--- src/rtl/mesh_feeder_pkg.sv ---
// Shared definitions for the mesh operand feeder.
//   MESH_N / MESH_DATA_WIDTH : default mesh dimension and operand width
//   feeder_state_t          : sequencing FSM states
//   addr_width()            : element address width for an N-wide mesh
package mesh_feeder_pkg;

   localparam int MESH_N          = 3;
   localparam int MESH_DATA_WIDTH = 32;

   typedef enum logic [2:0] {
      ST_IDLE,
      ST_SETUP,
      ST_PULSE,
      ST_WAIT_DIAG,
      ST_GAP,
      ST_DONE
   } feeder_state_t;

   // A 1x1 mesh still needs a one-bit address port.
   function automatic int addr_width(input int n);
      return (n > 1) ? $clog2(n) : 1;
   endfunction

endpackage

--- src/rtl/mesh_feeder_matrix_store.sv ---
// N x N operand register file with one write port and one vector read port.
//   clk, rst_n        : clock, asynchronous active-low reset (clears all elements)
//   wr_en             : write wr_data to element [wr_row][wr_col]
//   wr_row, wr_col    : element address; indices >= N are dropped
//   rd_idx            : row (READ_COLUMN=0) or column (READ_COLUMN=1) to read
//   rd_data[0:N-1]    : combinational read of that row or column
module feeder_matrix_store
   import mesh_feeder_pkg::*;
#(
   parameter int N           = MESH_N,
   parameter int DATA_WIDTH  = MESH_DATA_WIDTH,
   parameter bit READ_COLUMN = 1'b0,
   parameter int AW          = addr_width(N)
) (
   input  logic                  clk,
   input  logic                  rst_n,
   input  logic                  wr_en,
   input  logic [AW-1:0]         wr_row,
   input  logic [AW-1:0]         wr_col,
   input  logic [DATA_WIDTH-1:0] wr_data,
   input  logic [AW-1:0]         rd_idx,
   output logic [DATA_WIDTH-1:0] rd_data [N]
);

   logic [DATA_WIDTH-1:0] mem [N][N];

   // Out-of-range addresses are dropped so a non-power-of-two N cannot
   // alias a write onto a real element.
   always_ff @(posedge clk or negedge rst_n) begin
      if (!rst_n) begin
         for (int r = 0; r < N; r++) begin
            for (int c = 0; c < N; c++) begin
               mem[r][c] <= '0;
            end
         end
      end else if (wr_en && (int'(wr_row) < N) && (int'(wr_col) < N)) begin
         mem[wr_row][wr_col] <= wr_data;
      end
   end

   always_comb begin
      for (int i = 0; i < N; i++) begin
         rd_data[i] = READ_COLUMN ? mem[i][rd_idx] : mem[rd_idx][i];
      end
   end

endmodule

--- src/rtl/mesh_feeder.sv ---
// Feeds an N x N systolic mesh one outer-product step at a time: step k
// presents column k of A on west_o and row k of B on north_o, pulses
// inputs_valid_o, waits for every diagonal PE to report, idles GAP_CYCLES,
// and moves to the next step.
//   clk_i, rstn_i             : clock, asynchronous active-low reset
//   a_wr_en_i, b_wr_en_i      : element writes into A / B (accepted in IDLE only)
//   wr_row_i, wr_col_i        : element address
//   wr_data_i                 : element value (opaque bit pattern)
//   start_i                   : begin a sequence (accepted in IDLE only)
//   north_o[0:N-1]            : B[k][j] to the mesh north edge
//   west_o[0:N-1]             : A[i][k] to the mesh west edge
//   inputs_valid_o            : one-cycle operand strobe to the mesh
//   diag_valid_i[0:N-1]       : completion from mesh PE [i][i]
//   busy_o, done_o, error_o   : not idle / sequence-end pulse / sticky timeout
module mesh_feeder
   import mesh_feeder_pkg::*;
#(
   parameter int N              = MESH_N,
   parameter int DATA_WIDTH     = MESH_DATA_WIDTH,
   parameter int GAP_CYCLES     = 5,
   parameter int TIMEOUT_CYCLES = 255
) (
   input  logic                      clk_i,
   input  logic                      rstn_i,
   input  logic                      a_wr_en_i,
   input  logic                      b_wr_en_i,
   input  logic [addr_width(N)-1:0]  wr_row_i,
   input  logic [addr_width(N)-1:0]  wr_col_i,
   input  logic [DATA_WIDTH-1:0]     wr_data_i,
   input  logic                      start_i,
   output logic [DATA_WIDTH-1:0]     north_o [N],
   output logic [DATA_WIDTH-1:0]     west_o [N],
   output logic                      inputs_valid_o,
   input  logic                      diag_valid_i [N],
   output logic                      busy_o,
   output logic                      done_o,
   output logic                      error_o
);

   localparam int AW      = addr_width(N);
   localparam int CNT_MAX = (TIMEOUT_CYCLES > GAP_CYCLES) ? TIMEOUT_CYCLES : GAP_CYCLES;
   localparam int CW      = $clog2(CNT_MAX + 1);

   localparam logic [CW-1:0] GAP_LAST     = CW'(GAP_CYCLES - 1);
   localparam logic [CW-1:0] TIMEOUT_LAST = CW'(TIMEOUT_CYCLES - 1);
   localparam logic [AW-1:0] K_LAST       = AW'(N - 1);

   feeder_state_t         state;
   logic [AW-1:0]         k;
   logic [CW-1:0]         cnt;
   logic [N-1:0]          flags;
   logic [N-1:0]          seen;
   logic [AW-1:0]         rd_idx;
   logic                  a_wr;
   logic                  b_wr;
   logic [DATA_WIDTH-1:0] a_col [N];
   logic [DATA_WIDTH-1:0] b_row [N];

   assign a_wr = a_wr_en_i && (state == ST_IDLE);
   assign b_wr = b_wr_en_i && (state == ST_IDLE);

   // Operands are loaded on entry to SETUP, so the stores are addressed with
   // the step about to start: 0 from IDLE, k+1 on the final GAP cycle.
   assign rd_idx = (state == ST_GAP && k != K_LAST) ? k + AW'(1) : '0;

   always_comb begin
      seen = flags;
      for (int i = 0; i < N; i++) begin
         seen[i] = flags[i] | diag_valid_i[i];
      end
   end

   feeder_matrix_store #(
      .N           (N),
      .DATA_WIDTH  (DATA_WIDTH),
      .READ_COLUMN (1'b1),
      .AW          (AW)
   ) u_store_a (
      .clk     (clk_i),
      .rst_n   (rstn_i),
      .wr_en   (a_wr),
      .wr_row  (wr_row_i),
      .wr_col  (wr_col_i),
      .wr_data (wr_data_i),
      .rd_idx  (rd_idx),
      .rd_data (a_col)
   );

   feeder_matrix_store #(
      .N           (N),
      .DATA_WIDTH  (DATA_WIDTH),
      .READ_COLUMN (1'b0),
      .AW          (AW)
   ) u_store_b (
      .clk     (clk_i),
      .rst_n   (rstn_i),
      .wr_en   (b_wr),
      .wr_row  (wr_row_i),
      .wr_col  (wr_col_i),
      .wr_data (wr_data_i),
      .rd_idx  (rd_idx),
      .rd_data (b_row)
   );

   // cnt is shared: WAIT_DIAG dwell and GAP length never overlap.
   // A diagonal arriving on the last allowed WAIT_DIAG cycle still wins
   // over the timeout.
   always_ff @(posedge clk_i or negedge rstn_i) begin
      if (!rstn_i) begin
         state          <= ST_IDLE;
         k              <= '0;
         cnt            <= '0;
         flags          <= '0;
         inputs_valid_o <= 1'b0;
         busy_o         <= 1'b0;
         done_o         <= 1'b0;
         error_o        <= 1'b0;
         for (int i = 0; i < N; i++) begin
            north_o[i] <= '0;
            west_o[i]  <= '0;
         end
      end else begin
         inputs_valid_o <= 1'b0;
         done_o         <= 1'b0;
         case (state)
            ST_IDLE: begin
               if (start_i) begin
                  state   <= ST_SETUP;
                  k       <= '0;
                  busy_o  <= 1'b1;
                  error_o <= 1'b0;
                  for (int i = 0; i < N; i++) begin
                     north_o[i] <= b_row[i];
                     west_o[i]  <= a_col[i];
                  end
               end
            end
            ST_SETUP: begin
               state          <= ST_PULSE;
               inputs_valid_o <= 1'b1;
            end
            ST_PULSE: begin
               state <= ST_WAIT_DIAG;
               cnt   <= '0;
               flags <= '0;
            end
            ST_WAIT_DIAG: begin
               if (&seen) begin
                  state <= ST_GAP;
                  flags <= '0;
                  cnt   <= '0;
               end else if (cnt == TIMEOUT_LAST) begin
                  state   <= ST_DONE;
                  done_o  <= 1'b1;
                  error_o <= 1'b1;
                  flags   <= '0;
                  cnt     <= '0;
               end else begin
                  flags <= seen;
                  cnt   <= cnt + CW'(1);
               end
            end
            ST_GAP: begin
               if (cnt == GAP_LAST) begin
                  cnt <= '0;
                  if (k == K_LAST) begin
                     state  <= ST_DONE;
                     done_o <= 1'b1;
                  end else begin
                     state <= ST_SETUP;
                     k     <= k + AW'(1);
                     for (int i = 0; i < N; i++) begin
                        north_o[i] <= b_row[i];
                        west_o[i]  <= a_col[i];
                     end
                  end
               end else begin
                  cnt <= cnt + CW'(1);
               end
            end
            ST_DONE: begin
               state  <= ST_IDLE;
               busy_o <= 1'b0;
            end
            default: begin
               state <= ST_IDLE;
            end
         endcase
      end
   end

endmodule

--- config.mk ---
export PLATFORM = sky130hd
export DESIGN_NAME = mesh_feeder
export DESIGN_NICKNAME = d
export VERILOG_FILES = /design/src/rtl/mesh_feeder_pkg.sv /design/src/rtl/mesh_feeder_matrix_store.sv /design/src/rtl/mesh_feeder.sv
export SDC_FILE = /design/constraint.sdc
export NUM_CORES = 1
export LEC_CHECK = 0
export ABC_AREA = 1
export BUFFER_PORTS_ARGS = -buffer_cell sky130_fd_sc_hd__buf_2
export CORE_UTILIZATION = 45
export CTS_CLUSTER_DIAMETER = 50
export DETAILED_ROUTE_END_ITERATION = 10
export PLACE_DENSITY = 0.65
export SKIP_CTS_REPAIR_TIMING = 1
export SYNTH_ARGS = -nofsm -noshare
export SYNTH_HDL_FRONTEND = slang
export SYNTH_SLANG_ARGS = --single-unit
--- constraint.sdc ---
create_clock -name clk_i -period 1.6 [get_ports clk_i]
set_input_delay 0.32 -clock clk_i [delete_from_list [all_inputs] [get_ports clk_i]]
set_output_delay 0.32 -clock clk_i [all_outputs]
set_load 0.01 [all_outputs]
== After elaboration in Yosys (flattened, before gate mapping) ==
Index checks and enable logic that the tools add are counted.
Word-level totals
  bits in registers: 788
  bits of input ports: 44
Operators by class
  eq/ne operators: 15
  reduce and logical (&&, ||, !) cells: 20
  magnitude comparators: 7
  multiplexer cells: 56
  bitwise operators: 6
  add/sub/neg operators: 2
Operators with widths (count)
  $mux 96: 9
  $bwmux 288: 2
  $pmux 96 s2: 2
  $mux 32: 7
  $bmux 32 s2: 3
  $bmux 96 s2: 1
  $demux 96 s2: 1
  $demux 32 s2: 1
  $mux 8: 3
  $pmux 8 s3: 1
  $mux 3: 7
  $pmux 3 s5: 1
  $ne 2x2->1 const B: 5
  $ge 3x3->1 const B: 3
  $logic_and 1x1->1: 9
  $mux 1: 9
  $not 2->3: 3
  $add 8x1->8 const B: 1
  $eq 8x3->1 const B: 1
  $eq 8x8->1 const B: 1
  $mux 2: 4
  $reduce_and 4->1: 2
  $reduce_bool 2->1: 4
  $eq 3x2->1 const B: 2
  16 further kinds: 24

== Longest topological paths before layout ==
Gate-level depths: netlist of run 1.
  depth in word-level cells: 10
  depth in mapped cells: 11

== Hierarchy ==
Synthesis of run 1 repeated with hierarchy kept, for this count alone.
Unflattened totals
  cells, all modules: 4441
  area total of the unflattened synthesis: 35170.0 µm²
Modules (own cells, without submodules)
  feeder_matrix_store (u_store_a): area an instance 13347.8 µm², instances 1, cells each 1731
  feeder_matrix_store (u_store_b): area an instance 13126.3 µm², instances 1, cells each 1719
  mesh_feeder: area an instance 8695.8 µm², instances 1, cells each 991

== Least setup slack after synthesis of run 1 ==
OpenSTA, ideal clock, no wires.
  path kind: reg2reg
  from: reg cnt[0]
  to: reg north_o[55] (netlist bit)
  setup time: 0.077 ns
  stages on the path, launching flop included: 9
  arrival: 1.686 ns
  path slack: -0.164 ns
  cells stage by stage: dfrtp_1 > inv_1 > ha_1 > nand3_1 > o21ai_2 > buf_2 > clkbuf_1 > a21oi_1 > a21oi_1
On the way
  cells in the longest elaborated chain, start to end: 3
Ends and longest elaborated chain
  start: declaration: line mesh_feeder.sv:50  | logic [CW-1:0] cnt;
  start signal: assignment: line mesh_feeder.sv:160  | cnt <= cnt + CW'(1);
  start signal: assignment: line mesh_feeder.sv:178  | cnt <= cnt + CW'(1);
  $eq 8x3->1: line mesh_feeder.sv:164  | if (cnt == GAP_LAST) begin
  $ne 2x1->1 (no line)
  $reduce_and 4->1 (no line)
  end signal: indexed assignment: line mesh_feeder.sv:133  | north_o[i] <= b_row[i];
  end signal: indexed assignment: line mesh_feeder.sv:173  | north_o[i] <= b_row[i];
  end: declaration: line mesh_feeder.sv:31  | output logic [DATA_WIDTH-1:0] north_o [N],
Every way passes these cells.
A chain may end at the register's enable or synchronous reset.

== Worst setup path in the final report of run 1 ==
  from: reg state[1]
  to: reg u_store_a.mem[225] (netlist bit)
On the way
  cells in the longest elaborated chain, start to end: 4
Ends and longest elaborated chain
  start: declaration: line mesh_feeder.sv:48  | feeder_state_t state;
  start signal: assignment: line mesh_feeder.sv:110  | state <= ST_IDLE;
  start signal: assignment: line mesh_feeder.sv:128  | state <= ST_SETUP;
  start signal: assignment: line mesh_feeder.sv:139  | state <= ST_PULSE;
  $logic_not 3->1: line mesh_feeder.sv:59  | assign a_wr = a_wr_en_i && (state == ST_IDLE);
  $logic_and 1x1->1: line mesh_feeder.sv:59
  $logic_and 1x1->1 (2 in series): line mesh_feeder_matrix_store.sv:36  | end else if (wr_en && (int'(wr_row) < N) && (int'(wr_col) < N)) begin
  end signal: indexed assignment: line mesh_feeder_matrix_store.sv:37  | mem[wr_row][wr_col] <= wr_data;
  end: declaration: line mesh_feeder_matrix_store.sv:25  | logic [DATA_WIDTH-1:0] mem [N][N];
Every way passes these cells.

==> flow_metrics.py, run 1 <==
metrics = {
    "setup_path": {
        "critPathCaptureType": "flip-flop",
        "r2r-end": "u_store_a.mem[225]$_DFFE_PN0P_",
        "start_kind": "flip-flop",
        "arrival_ns": 2.52,
        "rrSetupSlack_ns": -0.35,
        "r2r_start": "state[1]$_DFFE_PN0P_",
        "critPathKind": "reg -> reg",
        "r2r_cells": 10,
        "endpoint": "u_store_a.mem[225]$_DFFE_PN0P_",
        "crit_start": "state[1]$_DFFE_PN0P_",
        "cp.required_ns": 2.17,
        "crit_fanout": 14,
    },
    "logic_synthesis": {
        "synthTopCellsByArea": "dfrtp_1 55%, nand2_1 15%, o21ai_0 8.1%",
        "avgSynthCellArea_um2": 7.83,
        "synth.net_count": 4614,
        "synth_edf_count": 0,
        "yosys.area.top_type": "dfrtp_1",
        "yosysMostFrequentCell": "nand2_1",
        "synth-async-reset-ratio_pct": 100,
        "ys_ff_latch": 788,
        "synthesis.area_um2": 35700,
        "ys.flop_type": "dfrtp_1",
        "ys_seq_area_share_pct": 55.2,
        "yosysWarnings": 0,
        "netlist.area_leader.share_pct": 55.2,
        "ys_types": 29,
        "synth.top_cells.by_count": "1439 x nand2_1, 788 x dfrtp_1, 575 x o21ai_0",
        "synthCells": 4566,
    },
    "sta": {
        "finalHoldViolations": 0,
        "period_share_pct": 122,
        "slew-limit-headroom_pct": 39.4,
        "setup_viol": 781,
        "finalSetupTns_ns": -143.60,
        "period_minus_slack_ns": 1.95,
        "rsz0062_at_grt": "yes",
        "fin_skew_ns": 0.0281,
        "slew_violations": 0,
        "holdWs_ns": 0.0810,
        "fmax_mhz": 512,
        "layout_setup_ws_ns": -0.353,
        "tightest_slew_ns": 0.909,
    },
    "flow_run": {
        "drv_cap": 0,
    },
    "cells_and_area": {
        "fillerInstances": 6689,
        "layout.nets": 4943,
        "fin_cells": 6022,
        "multi_input_area_um2": 13800,
        "syn2layout_area_growth_pct": 29.5,
        "final_design_area_no_fill_um2": 46300,
        "drive_gt1_share_pct": 19.1,
        "postLayoutCoreUtil_pct": 59.3,
        "register_area_um2": 19700,
    },
    "run_status": {
        "violations": "setup timing",
        "status": "finished, violations left",
    },
    "worst_hold_path": {
        "hp-class": "in -> reg",
    },
    "global_route": {
        "grt_overflow": 0,
        "grt_pass1_vias": 30114,
        "antenna_found_initial": 7,
        "gr-usage-all-layers_pct": 28.0,
        "grt_start_max_net_pins": 84,
        "grt_pass1_wl_mm": 176,
    },
    "floorplanning": {
        "fp.dieH_um": 284,
        "pin_count": 240,
        "fp.dieArea_um2": 80500,
        "core_area_um2": 78000,
        "start_util_pct": 45.8,
        "rows": 102,
        "die_w_um": 284,
    },
    "placed_design": {
        "routabilityCongestion": 0.880,
        "place.port_buffers": 239,
        "dpl.hpwl_mm": 70.4,
        "place_ws_ns": -0.335,
        "placed_cells": 5738,
        "dpl_cell_area_um2": 40000,
    },
    "pwr": {
        "p_clk_share_pct": 29.2,
        "power_mw": 80.6,
        "p_per_area_nw_per_um2": 1740,
        "p_sw_share_pct": 35.4,
        "p_sw_mw": 28.5,
        "vdd_drop_max_v": 0.000896,
        "cellLeakagePower_nw": 22.3,
        "pwr-share-comb_pct": 31.9,
        "power.internal_mw": 52.1,
        "pwr-share-seq_pct": 38.9,
    },
    "detailed_routing": {
        "drt_wl_total_mm": 125,
        "drc": 0,
        "detail-route-antenna-nets": 0,
        "first_pass_iters": 6,
        "vias": 32530,
        "via_per_inst": 5.40,
        "drtIter0Drc": 3239,
        "wire_per_inst_um": 20.8,
    },
    "clock_tree": {
        "cts_root_buf": "clkbuf_16",
        "worst_skew_pair.late_latency_ns": 0.67,
        "path_clk_slew_ns": 0.06,
        "cts_buffer_depth": 3,
        "cts_buffers": 100,
        "cts_tree": "yes",
        "cts.sinks": 788,
        "htree_levels": 3,
    },
}
[worst max-delay path: stages, from the launching register on]
cell and delay [ns]:
dfrtp_1 0.42, nor2_4 0.19, nand2_4 0.10, nor2_4 0.18, nand2_4 0.13, buf_12 0.17, nor2_4 0.17, buf_12 0.16
buf_12 0.15, nand2_1 0.07, o21ai_1 0.12
[area by class of cell]
class                      count  share of cell area [%]
clock buffer                 136                    6.25
antenna                        1                 0.00541
tap                         1040                    2.81
multi-input combinational   3007                    29.8
inverter                     414                    3.41
timing repair buffer         584                    13.8
sequential                   788                    42.6
clock inverter                52                    1.31
[kinds of logic (layout without fill, tap and decap cells)]
logic type / Yosys count / count (layout) / share of synthesized area (%)
AO/OA/AOI/OAI: 942 / 942 / 13.2
adder cells (fa/ha/maj): 4 / 4 / 0.140
flip-flops: 788 / 788 / 55.2
AND/OR/NAND/NOR: 2055 / 2056 / 22.7
other: 0 / 1 / 0
XOR/XNOR: 5 / 5 / 0.123
buffers and inverters: 772 / 1186 / 8.60
[per-layer routing]
layer	track usage [%]	vias up	wire length, um
met4	11.3	0	4850
met3	5.11	264	11100
met1	38.5	15787	51300
met2	43.9	1464	57900
li1	-	15015	-
met5	0	-	0
[power by group through the flow]
stage	Clock [mW]	Sequential [mW]	Combinational, mW
after global routing	24.6	32.0	28.5
after detailed placement	0	31.5	22.3
after floorplan	0	31.1	12.9
after CTS	23.7	31.2	22.5
final	23.5	31.4	25.7
after global placement	0	31.4	21.8
[cell usage in the layout (no fill, tap or decap), types with 5 or more instances in the layout]
| cell | count |
|---|---|
| o21ai_0 | 555 |
| nand2_4 | 7 |
| a21oi_2 | 13 |
| inv_6 | 9 |
| clkbuf_1 | 14 |
| clkinv_2 | 13 |
| clkbuf_8 | 19 |
| nor2_4 | 53 |
| buf_12 | 88 |
| o21ai_1 | 31 |
| nand2_1 | 1403 |
| buf_4 | 139 |
| inv_1 | 405 |
| buf_2 | 238 |
| nor2_2 | 52 |
| dlygate4sd3_1 | 5 |
| buf_6 | 31 |
| nor2_1 | 279 |
| buf_16 | 19 |
| dfrtp_1 | 788 |
| clkinv_4 | 7 |
| nand2_2 | 30 |
| a21oi_1 | 331 |
| bufinv_16 | 9 |
| clkbuf_16 | 152 |
| clkinvlp_4 | 11 |
| nand4_1 | 9 |
| inv_2 | 5 |
| nand3_1 | 197 |
| o21ai_2 | 6 |
| nand3_2 | 17 |
| buf_8 | 15 |
[worst min-delay path by stage]
stage | startpoint | endpoint | slack (ns) | depth (start not counted)
6_report | wr_data_i[7] | u_store_a.mem[103]$_DFFE_PN0P_ | 0.08 | 3
5_1_grt | wr_data_i[6] | u_store_b.mem[38]$_DFFE_PN0P_ | 0.07 | 3
4_1_cts | rstn_i | u_store_a.mem[145]$_DFFE_PN0P_ | -0.51 | 1
3_5_place_dp | rstn_i | u_store_a.mem[115]$_DFFE_PN0P_ | 0.20 | 1
3_3_place_gp | rstn_i | u_store_a.mem[179]$_DFFE_PN0P_ | 0.20 | 1
2_1_floorplan | rstn_i | busy_o$_DFFE_PN0P_ | 0.02 | 0
[state kept, by name, summed over array words and instances, names as in the netlist, 2 cells and up]
register	flops
flags	3
north_o	96
k	2
west_o	96
cnt	8
u_store_b.mem	288
u_store_a.mem	288
state	3
Power figures use the tool's default switching activity.
==> inputs of run 2 (changes only) <==
BUFFER_PORTS_ARGS = -buffer_cell sky130_fd_sc_hd__buf_4   (was -buffer_cell sky130_fd_sc_hd__buf_2)
==> run 2 against run 1 <==
Compared with the run above:
- the run still ends with setup timing left
- via count is 4.0% lower
- cell area is 4.2% lower
- maximum frequency is 3.8% higher
- sequential power hardly changed
- register-to-register slack better by 0.07 ns
- critical endpoint is now north_o[49]$_DFFE_PN0P_
- highest routed layer unchanged
==> flow_metrics.py, run 2 (synthesis results as in run 1) <==
metrics = {
    "sta": {
        "slew_violations": 0,
        "layout_setup_ws_ns": -0.281,
        "finalHoldViolations": 0,
        "rsz0062_at_grt": "yes",
        "holdWs_ns": 0.0407,
        "tightest_slew_ns": 0.510,
        "fmax_mhz": 532,
        "period_minus_slack_ns": 1.88,
        "setup_viol": 787,
        "slew-limit-headroom_pct": 66.0,
        "period_share_pct": 118,
        "fin_skew_ns": 0.0222,
    },
    "global_route": {
        "antenna_found_initial": 2,
        "grt_overflow": 0,
        "grt_pass1_vias": 30411,
        "grt_pass1_wl_mm": 176,
        "grt_start_max_net_pins": 89,
        "gr-usage-all-layers_pct": 27.8,
    },
    "setup_path": {
        "critPathCaptureType": "flip-flop",
        "rrSetupSlack_ns": -0.28,
        "start_kind": "flip-flop",
        "crit_fanout": 14,
        "critPathKind": "reg -> reg",
        "cp.required_ns": 2.17,
        "arrival_ns": 2.46,
    },
    "placed_design": {
        "place_ws_ns": -0.402,
        "dpl.hpwl_mm": 69.9,
        "place.port_buffers": 239,
        "routabilityCongestion": 0.858,
    },
    "clock_tree": {
        "path_clk_slew_ns": 0.06,
        "worst_skew_pair.late_latency_ns": 0.66,
        "cts_tree": "yes",
        "cts_root_buf": "clkbuf_16",
        "cts_buffers": 94,
        "cts_buffer_depth": 3,
        "htree_levels": 3,
        "cts.sinks": 788,
    },
    "floorplanning": {
        "fp.dieArea_um2": 80500,
        "core_area_um2": 78000,
        "die_w_um": 284,
        "start_util_pct": 45.8,
        "rows": 102,
        "pin_count": 240,
        "fp.dieH_um": 284,
    },
    "cells_and_area": {
        "layout.nets": 4865,
        "fillerInstances": 6911,
        "syn2layout_area_growth_pct": 24.0,
        "top_regs": "u_store_a.mem (288), u_store_b.mem (288)",
        "layout_common_cells": "1432 x nand2_1, 788 x dfrtp_1, 569 x o21ai_0",
        "final_common_cell": "nand2_1",
        "drive_gt1_share_pct": 15.3,
    },
    "worst_hold_path": {
        "hp-class": "in -> reg",
    },
    "flow_run": {
        "drv_cap": 0,
    },
    "pwr": {
        "power_mw": 77.8,
        "p_per_area_nw_per_um2": 1760,
        "cellLeakagePower_nw": 21.6,
        "vdd_drop_max_v": 0.000956,
    },
    "detailed_routing": {
        "wire_per_inst_um": 19.1,
        "drtIter0Drc": 3065,
        "drt_wl_total_mm": 113,
        "vias": 31213,
        "via_per_inst": 5.25,
        "detail-route-antenna-nets": 0,
        "first_pass_iters": 5,
        "drc": 0,
    },
    "run_status": {
        "violations": "setup timing",
        "status": "finished, violations left",
    },
}
-- run 2: routing by layer --
layer,share of wire (%),track usage [%],up-vias
met3,6.3,3.90,160
met5,0,0,-
met2,47,44.6,1014
met4,3.4,10.8,0
li1,-,-,14816
met1,43,38.1,15223
-- run 2: layout make-up --
class	count	area, um^2	share of cell area (%)
multi-input combinational	3006	13200	29.8
sequential	788	19700	44.5
clock inverter	51	618	1.39
tap	1040	1300	2.94
clock buffer	127	2690	6.06
timing repair buffer	513	5240	11.8
antenna	2	5.00	0.0113
inverter	414	1560	3.52
-- run 2: report_power, final --
group	total [mW]	internal (mW)	switching, mW
registers	31.4	27.4	4.01
clock network	22.3	13.4	8.93
logic	24.1	10.2	13.9
total	77.8	51.0	26.8
-- run 2: final timing paths --
check | from | cells past startpoint | end
worst max register to register | state[0]$_DFFE_PN0P_ | 9 | north_o[49]$_DFFE_PN0P_
worst min register to register | u_store_b.mem[61]$_DFFE_PN0P_ | 2 | u_store_b.mem[61]$_DFFE_PN0P_
max in group asynchronous | rstn_i | 4 | u_store_b.mem[189]$_DFFE_PN0P_
worst max-delay path | state[0]$_DFFE_PN0P_ | 9 | north_o[49]$_DFFE_PN0P_
min in group asynchronous | rstn_i | 2 | west_o[36]$_DFFE_PN0P_
worst min-delay path | wr_data_i[31] | 3 | u_store_b.mem[191]$_DFFE_PN0P_
-- run 2: worst max-delay path, stage by stage, from the launching register on --
cell     delay [ns]
dfrtp_1        0.42
nor2_4         0.15
buf_4          0.15
nand4_1        0.19
buf_6          0.24
buf_16         0.17
buf_12         0.15
nor2_2         0.10
nor2_1         0.05
a21oi_1        0.18
-- run 2: through the flow --
step	setup TNS [ns]	area, um^2	utilization, %	std cells
6_report	-129.04	44300	56.8	5941
2_1_floorplan	-0.631	36000	-	4566
3_5_place_dp	-209.31	40500	51.9	5742
5_1_grt	-204.27	44300	56.8	5939
4_1_cts	-145.26	43800	56.1	5920
3_3_place_gp	-176.11	40500	51.9	5742
